`config.mk`:
```
export PLATFORM = sky130hd
export DESIGN_NAME = lcd_pixel_reader
export DESIGN_NICKNAME = d
export VERILOG_FILES = /design/src/rtl/lcd_timing_pkg.sv /design/src/rtl/lcd_pix_out_reg.sv /design/src/rtl/lcd_pixel_reader.sv
export SDC_FILE = /design/constraint.sdc
export NUM_CORES = 1
export LEC_CHECK = 0
export BUFFER_PORTS_ARGS = -buffer_cell sky130_fd_sc_hd__buf_2
export CORE_MARGIN = 4
export CORE_UTILIZATION = 50
export CTS_BUF_LIST = sky130_fd_sc_hd__clkbuf_16
export DETAILED_ROUTE_END_ITERATION = 7
export HOLD_SLACK_MARGIN = 0.15
export PLACE_DENSITY = 0.75
export SYNTH_ARGS = -nofsm -noshare
export SYNTH_HDL_FRONTEND = slang
export SYNTH_SLANG_ARGS = --single-unit
```
`constraint.sdc`:
```
create_clock -name clk_12mhz -period 2.2 [get_ports clk_12mhz]
set_input_delay 0.11 -clock clk_12mhz [delete_from_list [all_inputs] [get_ports clk_12mhz]]
set_output_delay 0.11 -clock clk_12mhz [all_outputs]
set_load 0.005 [all_outputs]
```
`src/rtl/lcd_timing_pkg.sv`:
```
// Shared timing and encoding definitions for the LCD panel writer and reader.
// Holds the default panel geometry, porch widths, the reader FSM state
// encoding and the RGB field positions within the 24-bit pixel word.
package lcd_timing_pkg;

    // Default panel geometry (480x272).
    localparam int HOR_PIX = 480;
    localparam int VER_PIX = 272;

    // Porch widths used by the writer.
    localparam int THFP = 2;
    localparam int THBP = 43;
    localparam int TVFP = 1;
    localparam int TVBP = 12;

    // Pixel word layout: {R, G, B}.
    localparam int RGB_W = 24;
    localparam int R_MSB = 23;
    localparam int R_LSB = 16;
    localparam int G_MSB = 15;
    localparam int G_LSB = 8;
    localparam int B_MSB = 7;
    localparam int B_LSB = 0;

    typedef enum logic [1:0] {
        ST_WAIT_VSYNC = 2'd0,
        ST_VBLANK     = 2'd1,
        ST_ACTIVE     = 2'd2,
        ST_HBLANK     = 2'd3
    } rd_state_e;

    function automatic logic [RGB_W-1:0] rgb_pack(input logic [7:0] r,
                                                  input logic [7:0] g,
                                                  input logic [7:0] b);
        return {r, g, b};
    endfunction

endpackage

```
`src/rtl/lcd_pix_out_reg.sv`:
```
// Single-entry valid/ready holding register for the reader pixel stream.
// A held pixel stays put until out_ready_i; a new pixel arriving while the
// register is full and not being drained is dropped and flagged on drop_o.
// Ports:
//   clk_i, rst_i          clock, synchronous active-high reset
//   in_valid_i, in_*_i    new pixel from the decoder (single-cycle)
//   out_ready_i           downstream accept
//   out_valid_o, out_*_o  held pixel; sof/eol are gated by valid
//   drop_o                new pixel discarded this cycle
module lcd_pix_out_reg
    import lcd_timing_pkg::*;
#(
    parameter int XW = 9,
    parameter int YW = 9
) (
    input  logic             clk_i,
    input  logic             rst_i,
    input  logic             in_valid_i,
    input  logic [RGB_W-1:0] in_rgb_i,
    input  logic [XW-1:0]    in_x_i,
    input  logic [YW-1:0]    in_y_i,
    input  logic             in_sof_i,
    input  logic             in_eol_i,
    input  logic             out_ready_i,
    output logic             out_valid_o,
    output logic [RGB_W-1:0] out_rgb_o,
    output logic [XW-1:0]    out_x_o,
    output logic [YW-1:0]    out_y_o,
    output logic             out_sof_o,
    output logic             out_eol_o,
    output logic             drop_o
);

    logic             valid_q, valid_d;
    logic             load;
    logic [RGB_W-1:0] rgb_q;
    logic [XW-1:0]    x_q;
    logic [YW-1:0]    y_q;
    logic             sof_q;
    logic             eol_q;

    // Loading while being drained keeps back-to-back throughput.
    assign load   = in_valid_i && (!valid_q || out_ready_i);
    assign drop_o = in_valid_i && valid_q && !out_ready_i;

    always_comb begin
        valid_d = valid_q;
        if (load) begin
            valid_d = 1'b1;
        end else if (out_ready_i) begin
            valid_d = 1'b0;
        end
    end

    always_ff @(posedge clk_i) begin
        if (rst_i) begin
            valid_q <= 1'b0;
            rgb_q   <= '0;
            x_q     <= '0;
            y_q     <= '0;
            sof_q   <= 1'b0;
            eol_q   <= 1'b0;
        end else begin
            valid_q <= valid_d;
            if (load) begin
                rgb_q <= in_rgb_i;
                x_q   <= in_x_i;
                y_q   <= in_y_i;
                sof_q <= in_sof_i;
                eol_q <= in_eol_i;
            end
        end
    end

    assign out_valid_o = valid_q;
    assign out_rgb_o   = rgb_q;
    assign out_x_o     = x_q;
    assign out_y_o     = y_q;
    assign out_sof_o   = valid_q & sof_q;
    assign out_eol_o   = valid_q & eol_q;

endmodule

```
`src/rtl/lcd_pixel_reader.sv`:
```
// Receive side of the parallel RGB panel interface. Samples hsync/vsync/den/
// rgb on strobe-qualified cycles, recovers frame/line/pixel position and
// emits a valid/ready pixel stream with x/y coordinates and geometry checks.
// Ports:
//   clk_12mhz, reset            clock, synchronous active-high reset
//   pix_strobe                  cycle carries a panel dclk edge
//   hsync, vsync, den, rgb_in   panel interface (syncs active-low)
//   pix_ready                   downstream accept
//   err_clear                   clears the sticky error flags
//   pix_valid/rgb/x/y/sof/eol   pixel stream
//   frame_done                  pulse after the last line of a good frame
//   line_err, frame_err, ovf_err  sticky error flags
//
// state          | meaning
// ---------------+------------------------------------------------------
// ST_WAIT_VSYNC  | idle, den ignored until a vsync falling edge
// ST_VBLANK      | frame started, waiting for the first den sample (0,0)
// ST_ACTIVE      | inside a line, each den sample is a pixel
// ST_HBLANK      | between lines, next den sample starts line y+1
module lcd_pixel_reader #(
    parameter int HOR_PIX = lcd_timing_pkg::HOR_PIX,
    parameter int VER_PIX = lcd_timing_pkg::VER_PIX,
    parameter int XW      = 9,
    parameter int YW      = 9
) (
    input  logic          clk_12mhz,
    input  logic          reset,
    input  logic          pix_strobe,
    input  logic          hsync,
    input  logic          vsync,
    input  logic          den,
    input  logic [23:0]   rgb_in,
    input  logic          pix_ready,
    input  logic          err_clear,
    output logic          pix_valid,
    output logic [23:0]   pix_rgb,
    output logic [XW-1:0] pix_x,
    output logic [YW-1:0] pix_y,
    output logic          pix_sof,
    output logic          pix_eol,
    output logic          frame_done,
    output logic          line_err,
    output logic          frame_err,
    output logic          ovf_err
);
    import lcd_timing_pkg::*;

    localparam logic [XW-1:0] X_FULL = XW'(HOR_PIX);
    localparam logic [XW-1:0] X_LAST = XW'(HOR_PIX - 1);
    localparam logic [YW-1:0] Y_LAST = YW'(VER_PIX - 1);

    rd_state_e     state_q, state_d;
    logic [XW-1:0] x_q, x_d;
    logic [YW-1:0] y_q, y_d;
    logic          long_q, long_d;
    logic          hs_q, vs_q, den_q;
    logic          done_q, done_d;
    logic          line_err_q, line_err_d;
    logic          frame_err_q, frame_err_d;
    logic          ovf_err_q, ovf_err_d;

    logic          vs_fall, hs_fall, den_fall, den_s;
    logic          x_full;
    logic [YW-1:0] y_inc;
    logic          emit;
    logic [XW-1:0] emit_x;
    logic [YW-1:0] emit_y;
    logic          set_line, set_frame;
    logic          drop;

    // Edges are taken against the previous strobed sample only.
    assign vs_fall  = pix_strobe & vs_q & ~vsync;
    assign hs_fall  = pix_strobe & hs_q & ~hsync;
    assign den_fall = pix_strobe & den_q & ~den;
    assign den_s    = pix_strobe & den;
    assign x_full   = (x_q == X_FULL);
    // Saturate so a runaway frame cannot wrap back to row 0.
    assign y_inc    = (y_q == '1) ? y_q : y_q + YW'(1);

    always_comb begin
        state_d   = state_q;
        x_d       = x_q;
        y_d       = y_q;
        long_d    = long_q;
        done_d    = 1'b0;
        emit      = 1'b0;
        emit_x    = x_q;
        emit_y    = y_q;
        set_line  = 1'b0;
        set_frame = 1'b0;

        if (vs_fall) begin
            // vsync wins over a coincident den sample.
            if (state_q == ST_ACTIVE || state_q == ST_HBLANK) begin
                set_frame = 1'b1;
            end
            state_d = ST_VBLANK;
            x_d     = '0;
            y_d     = '0;
            long_d  = 1'b0;
        end else begin
            case (state_q)
                ST_WAIT_VSYNC: begin
                end
                ST_VBLANK: begin
                    if (den_s) begin
                        emit    = 1'b1;
                        emit_x  = '0;
                        emit_y  = '0;
                        x_d     = XW'(1);
                        y_d     = '0;
                        long_d  = 1'b0;
                        state_d = ST_ACTIVE;
                    end
                end
                ST_ACTIVE: begin
                    if (hs_fall) begin
                        set_line = 1'b1;
                    end
                    if (den_s) begin
                        if (x_full) begin
                            // Excess pixel: dropped, x stays saturated.
                            set_line = 1'b1;
                            long_d   = 1'b1;
                        end else begin
                            emit = 1'b1;
                            x_d  = x_q + XW'(1);
                        end
                    end else if (den_fall) begin
                        if (!x_full) begin
                            set_line = 1'b1;
                        end
                        if (x_full && !long_q && y_q == Y_LAST) begin
                            done_d  = 1'b1;
                            state_d = ST_WAIT_VSYNC;
                        end else begin
                            state_d = ST_HBLANK;
                        end
                    end
                end
                ST_HBLANK: begin
                    if (den_s) begin
                        emit    = 1'b1;
                        emit_x  = '0;
                        emit_y  = y_inc;
                        x_d     = XW'(1);
                        y_d     = y_inc;
                        long_d  = 1'b0;
                        state_d = ST_ACTIVE;
                    end
                end
                default: begin
                    state_d = ST_WAIT_VSYNC;
                end
            endcase
        end
    end

    // A new error in the same cycle as err_clear keeps the flag set.
    always_comb begin
        line_err_d  = (line_err_q  & ~err_clear) | set_line;
        frame_err_d = (frame_err_q & ~err_clear) | set_frame;
        ovf_err_d   = (ovf_err_q   & ~err_clear) | drop;
    end

    always_ff @(posedge clk_12mhz) begin
        if (reset) begin
            state_q     <= ST_WAIT_VSYNC;
            x_q         <= '0;
            y_q         <= '0;
            long_q      <= 1'b0;
            hs_q        <= 1'b1;
            vs_q        <= 1'b1;
            den_q       <= 1'b0;
            done_q      <= 1'b0;
            line_err_q  <= 1'b0;
            frame_err_q <= 1'b0;
            ovf_err_q   <= 1'b0;
        end else begin
            state_q     <= state_d;
            x_q         <= x_d;
            y_q         <= y_d;
            long_q      <= long_d;
            done_q      <= done_d;
            line_err_q  <= line_err_d;
            frame_err_q <= frame_err_d;
            ovf_err_q   <= ovf_err_d;
            if (pix_strobe) begin
                hs_q  <= hsync;
                vs_q  <= vsync;
                den_q <= den;
            end
        end
    end

    lcd_pix_out_reg #(
        .XW (XW),
        .YW (YW)
    ) u_out_reg (
        .clk_i       (clk_12mhz),
        .rst_i       (reset),
        .in_valid_i  (emit),
        .in_rgb_i    (rgb_in),
        .in_x_i      (emit_x),
        .in_y_i      (emit_y),
        .in_sof_i    ((emit_x == '0) && (emit_y == '0)),
        .in_eol_i    (emit_x == X_LAST),
        .out_ready_i (pix_ready),
        .out_valid_o (pix_valid),
        .out_rgb_o   (pix_rgb),
        .out_x_o     (pix_x),
        .out_y_o     (pix_y),
        .out_sof_o   (pix_sof),
        .out_eol_o   (pix_eol),
        .drop_o      (drop)
    );

    assign frame_done = done_q;
    assign line_err   = line_err_q;
    assign frame_err  = frame_err_q;
    assign ovf_err    = ovf_err_q;

endmodule

```
# --- Yosys cells after proc, flatten, opt, wreduce, memory -nomap -nowiden ---
# Index checks and enable logic that the tools add are counted.
op_classes:
  muxes: 39
  n_addsub: 2
  reduce_logical: 23
  bitwise_logic: 21
  eq_ne: 16
op_table:
  columns: ["operator", "n"]
  rows:
  - ["$mux W9", 10]
  - ["$eq A9 B9 Y1 const B", 4]
  - ["$pmux W9 S2", 2]
  - ["$mux W1", 20]
  - ["$add A9 B1 Y9 const B", 2]
  - ["$logic_not A9 Y1", 2]
  - ["$reduce_and A4 Y1", 4]
  - ["$and A1 B1 Y1", 12]
  - ["$ne A2 B2 Y1 const B", 5]
  - ["$mux W2", 4]
  - ["$logic_and A1 B1 Y1", 6]
  - ["$ne A3 B3 Y1 const B", 2]
  - ["$not A1 Y1", 6]
  - ["$reduce_or A5 Y1", 1]
  - ["$eq A2 B2 Y1 const B", 2]
  - ["$pmux W1 S2", 2]
  - ["$pmux W2 S2", 1]
  - ["$reduce_bool A2 Y1", 2]
  - ["$reduce_or A2 Y1", 2]
  - ["$logic_not A1 Y1", 3]
  - ["$ne A3 B1 Y1 const B", 1]
  - ["$or A1 B1 Y1", 3]
  - ["$reduce_bool A3 Y1", 1]
  - ["$eq A2 B1 Y1 const B", 1]
  - ["other kinds (2)", 3]
totals:
  wordCells: 119
  ff_bits: 73
  output_inout_bits: 49

# --- Logic depth before layout (Yosys ltp) ---
logic_depth:
  word_depth: 9
  depth_mapped: 9
  depth_no_buf: 8

# --- Hierarchy ---
# Synthesis repeated with hierarchy kept, for this count alone.
hier_totals:
  hier_cells: 441
  area_unflattened_um2: 3896.2
modules_own_cells:
  columns: ["mod", "area_each_um2", "instances", "cells_each"]
  rows:
  - ["lcd_pix_out_reg", 2034.5, 1, 198]
  - ["lcd_pixel_reader", 1861.8, 1, 243]

# --- Worst setup path after synthesis ---
# OpenSTA, ideal clock, no wires.
synth_timing:
  kind: "register to register"
  start: "register x_q[0]"
  end: "register x_q[5]"
  path_stages_with_launch: 9
  setup_slack_ps: 408
  arrival_ps: 1725
  setup_ps: 68
  path_buffers: 0
  cell_sequence: "dfxtp_1 inv_1 ha_1 nor4b_4 a21oi_4 nor2_2 or3_1 a21o_1 a21oi_2"
synth_between:
  elab_chain_cells: 4
  elab_cells_between_ends: 7
  cone_classes: "add/sub: 1; eq/ne: 2; mux: 3; reduce/logical: 1"
synth_lines:
  columns: ["item", "line_no", "text"]
  rows:
  - ["from (decl)", "lcd_pixel_reader.sv:53", "logic [XW-1:0] x_q, x_d;"]
  - ["from (signal assigned)", "lcd_pixel_reader.sv:169", "x_q <= '0;"]
  - ["from (signal assigned)", "lcd_pixel_reader.sv:181", "x_q <= x_d;"]
  - ["$add A9 B1 Y9", "lcd_pixel_reader.sv:127", "x_d = x_q + XW'(1);"]
  - ["$mux W9", "lcd_pixel_reader.sv:121", "if (x_full) begin"]
  - ["$mux W9", "lcd_pixel_reader.sv:120", "if (den_s) begin"]
  - ["$pmux W9 S2", "lcd_pixel_reader.sv:102", "case (state_q)"]
# Several ways; a longest one is shown, not always the timed one. The select of a mux whose other input is x is not followed.
# A chain may end at the register's enable or synchronous reset.

# --- Worst setup path in the final report ---
layout_timing:
  start: "register x_q[1]"
  end: "register u_out_reg.y_q[4] (netlist: u_out_reg.out_y_o[4])"
layout_between:
  elab_chain_cells: 6
layout_lines:
  columns: ["item", "line_no", "text"]
  rows:
  - ["$eq A9 B9 Y1", "lcd_pixel_reader.sv:76", "assign x_full = (x_q == X_FULL);"]
  - ["$mux W1", "lcd_pixel_reader.sv:121", null]
  - ["$mux W1", "lcd_pixel_reader.sv:120", null]
  - ["$pmux W1 S2", "lcd_pixel_reader.sv:102", null]
  - ["$mux W1", "lcd_pixel_reader.sv:92", "if (vs_fall) begin"]
  - ["$logic_and A1 B1 Y1", "lcd_pix_out_reg.sv:43", "assign load = in_valid_i && (!valid_q || out_ready_i);"]
  - ["to (signal assigned)", "lcd_pix_out_reg.sv:68", "y_q <= in_y_i;"]
  - ["to (decl)", "lcd_pix_out_reg.sv:38", "logic [YW-1:0] y_q;"]
# No other way between the ends.

==> reports/results.txt <==
Outcome - complete, no violations
Total iterations of the first detailed-routing run - 5
Setup crit end kind - flip-flop
Min Tclk post-route - 2.040 ns
Yosys reg bits - 73
Post-route ant nets - 0
Global Route Usage Sum - 0.2361
Mapped Area - 3377 um2
Post-Syn Nets - 448
Setup CP Type - flip-flop to flip-flop
Drt drc - 0
Buffers on Ports - 80
Synth area leaders - dfxtp_1 (43%), nand2_1 (9.4%), a21oi_1 (6.8%), nor2_1 (4.3%), nand3_1 (3.0%)
Slowest cell on crit path - dfxtp_1
Worst path cell trace - inv_1 -> ha_1 -> nor4b_4 -> a21oi_4 -> o211a_1 -> buf_4 -> nor2_1 -> a211oi_1
Postcts setup bufs - 0
Cells after Synth - 413
Final worst slack - 0.1595 ns
Register area - 1461 um2
H-tree levels - 3
Yosys warning count - 0
Required @ worst endpoint - 2.44 ns
Top-area cell type share of the netlist area - 0.4328
Skew-Pair Late Insertion Delay - 0.33 ns
Pre-CTS setup slack - 0.1824 ns
# fillers - 494
Library cells used by synthesis - 63
Nets - 559
Final Hold Fails - 0
Crit path DAT - 2.28 ns
Die X - 90.18 um
Resized Gates After CTS - 0
Largest net degree at the start of global routing - 32
Synth area leader - dfxtp_1
Post-Route Skew - 0.004789 ns
Max frequency - 490.1 MHz
Initial cell density of the core - 0.5229
Syn Area/Cell - 8.177 um2
Hpwl dp - 6.385 mm
Post-DR vias/cell - 5.693
Avg WL per Cell - 15.63 um
Die area - 8132 um2
Cell Pwr Density - 693.4 nW/um2
Commonest non-fill, non-tap cell in the layout - nand2_1
Setup violations, final - 0
GRT Residual Overflow - 0
Post-synth EDFFs - 0
Critical path's largest stage delay - 0.44 ns
Setup_tns - 0 ns
Ports - 81
First-pass GRT wire length - 15.99 mm
Worst IR Drop VDD - 398.4 uV
Max Root-Sink Buffers - 2
Hold slack - 0.1515 ns
Final period utilization - 0.9275
Clk sinks - 73
Drt total wl - 9.455 mm
Initial antenna violation count - 0
Share of layout cells above drive strength 1 - 0.2557
Startpoint types - flip-flop
Die Y - 90.18 um
Least-Margin Pin Slew - 0.4810 ns
Max Cap Violations - 0
Util after Layout - 0.6906
Most frequent cells in the layout - nand2_1 (85), buf_2 (80), dfxtp_1 (73)
TritonCTS clock tree - yes
Min-Delay Path Class - input port to flip-flop
FFs w/ async S/R, synth - 0
Non-Filler Instances - 605
Gpl congestion - 0.9636
DRT iter0 DRCs - 239
Hold Buf Count CTS - 27
Placed instance count - 563
Core area - 6459 um2
Pins over their slew limit - 0
Row cnt - 29
Number of diodes - 0
Leakage - 1.830 nW
Clk slew on worst S/H paths - 0.06 ns
Routed vias - 3444
Top_reg_cell synth - dfxtp_1
CTS Buf Count - 9
RSZ-0062 raised after global routing - false
Multi-input gate area - 1733 um2
Clock root buffer - clkbuf_16
Number of global-route vias before repair - 3203
Synthesis-to-layout area growth - 32.09%
Critical path peak fanout - 17
Rel. slew slack - 0.6764
Proportion of synthesized chip area in sequential cells - 0.4328
[cell usage after synthesis, types with 5 or more instances]
library cell and instances:
a22oi_1 5, nand2b_1 5, buf_6 5, inv_1 7, o21ai_0 5, a21o_1 5, nand3_1 20, clkbuf_1 9
nand2_1 85, buf_2 8, nor2_1 39, nor3_1 6, a21oi_1 46, nand4_1 7, dfxtp_1 73
[per-stage QoR]
stage	instance area (um2)	power, mW
floorplan	3377	1.473
global placement	3872	1.541
detailed placement	3872	1.543
CTS	4461	3.122
global route	4461	3.207
finish	4461	3.093
[metal layers]
layer	track usage	routed length [um]
met1	0.3108	4217
met2	0.3833	4543
met3	0.04508	570
met4	0.08929	124
met5	0	0
[where the power goes]
group	switching, mW	leakage (nW)	internal (mW)	total, mW
sequential	0.0100	0.589	1.34	1.35
clock	0.546	0.148	0.991	1.54
combinational	0.108	1.09	0.0977	0.206
[worst max-delay path: cells and delay by family, from the launching register on]
kind / cells / cell delay [ns]
AOI/OAI and AO/OA: 3 / 0.76
adders and majority gates: 1 / 0.20
buffers and inverters: 2 / 0.34
DFF: 1 / 0.44
and+or+nand+nor: 2 / 0.21
[registers in the layout, summed over array words and instances, names as in the netlist]
| register | count |
|---|---|
| frame_done | 1 |
| x_q | 9 |
| u_out_reg.sof_q | 1 |
| state_q | 2 |
| u_out_reg.eol_q | 1 |
| den_q | 1 |
| u_out_reg.out_y_o | 9 |
| y_q | 9 |
| hs_q | 1 |
| ovf_err | 1 |
| long_q | 1 |
| line_err | 1 |
| u_out_reg.out_rgb_o | 24 |
| u_out_reg.out_x_o | 9 |
| frame_err | 1 |
| vs_q | 1 |
| u_out_reg.out_valid_o | 1 |
[worst paths after layout]
check / start / end / slack [ns] / cells past startpoint
setup / recovery: x_q[1]$_SDFFE_PP0P_ / u_out_reg.out_y_o[4]$_SDFFE_PP0P_ / 0.16 / 8
hold reg to reg: u_out_reg.out_x_o[1]$_SDFFE_PP0P_ / u_out_reg.out_x_o[1]$_SDFFE_PP0P_ / 0.45 / 2
hold / removal: err_clear / ovf_err$_SDFF_PP0_ / 0.15 / 4
setup reg to reg: x_q[1]$_SDFFE_PP0P_ / u_out_reg.out_y_o[4]$_SDFFE_PP0P_ / 0.16 / 8
[logic make-up after synthesis]
kind of cell,Yosys count,synth area share
flops,73,0.4328
fa+ha+maj,3,0.01112
buf+inv,33,0.05409
compound gates,104,0.2153
xor+xnor,4,0.01038
mux,2,0.006299
simple gates,194,0.2701
[cell type report]
class / instances / area share
Clock buffer: 9 / 0.05049
Clock inverter: 6 / 0.02076
Inverter: 7 / 0.005891
Multi-Input combinational cell: 307 / 0.3885
Sequential cell: 73 / 0.3276
Tap cell: 77 / 0.02160
Timing Repair Buffer: 126 / 0.1851
Power figures use the tool's default switching activity.
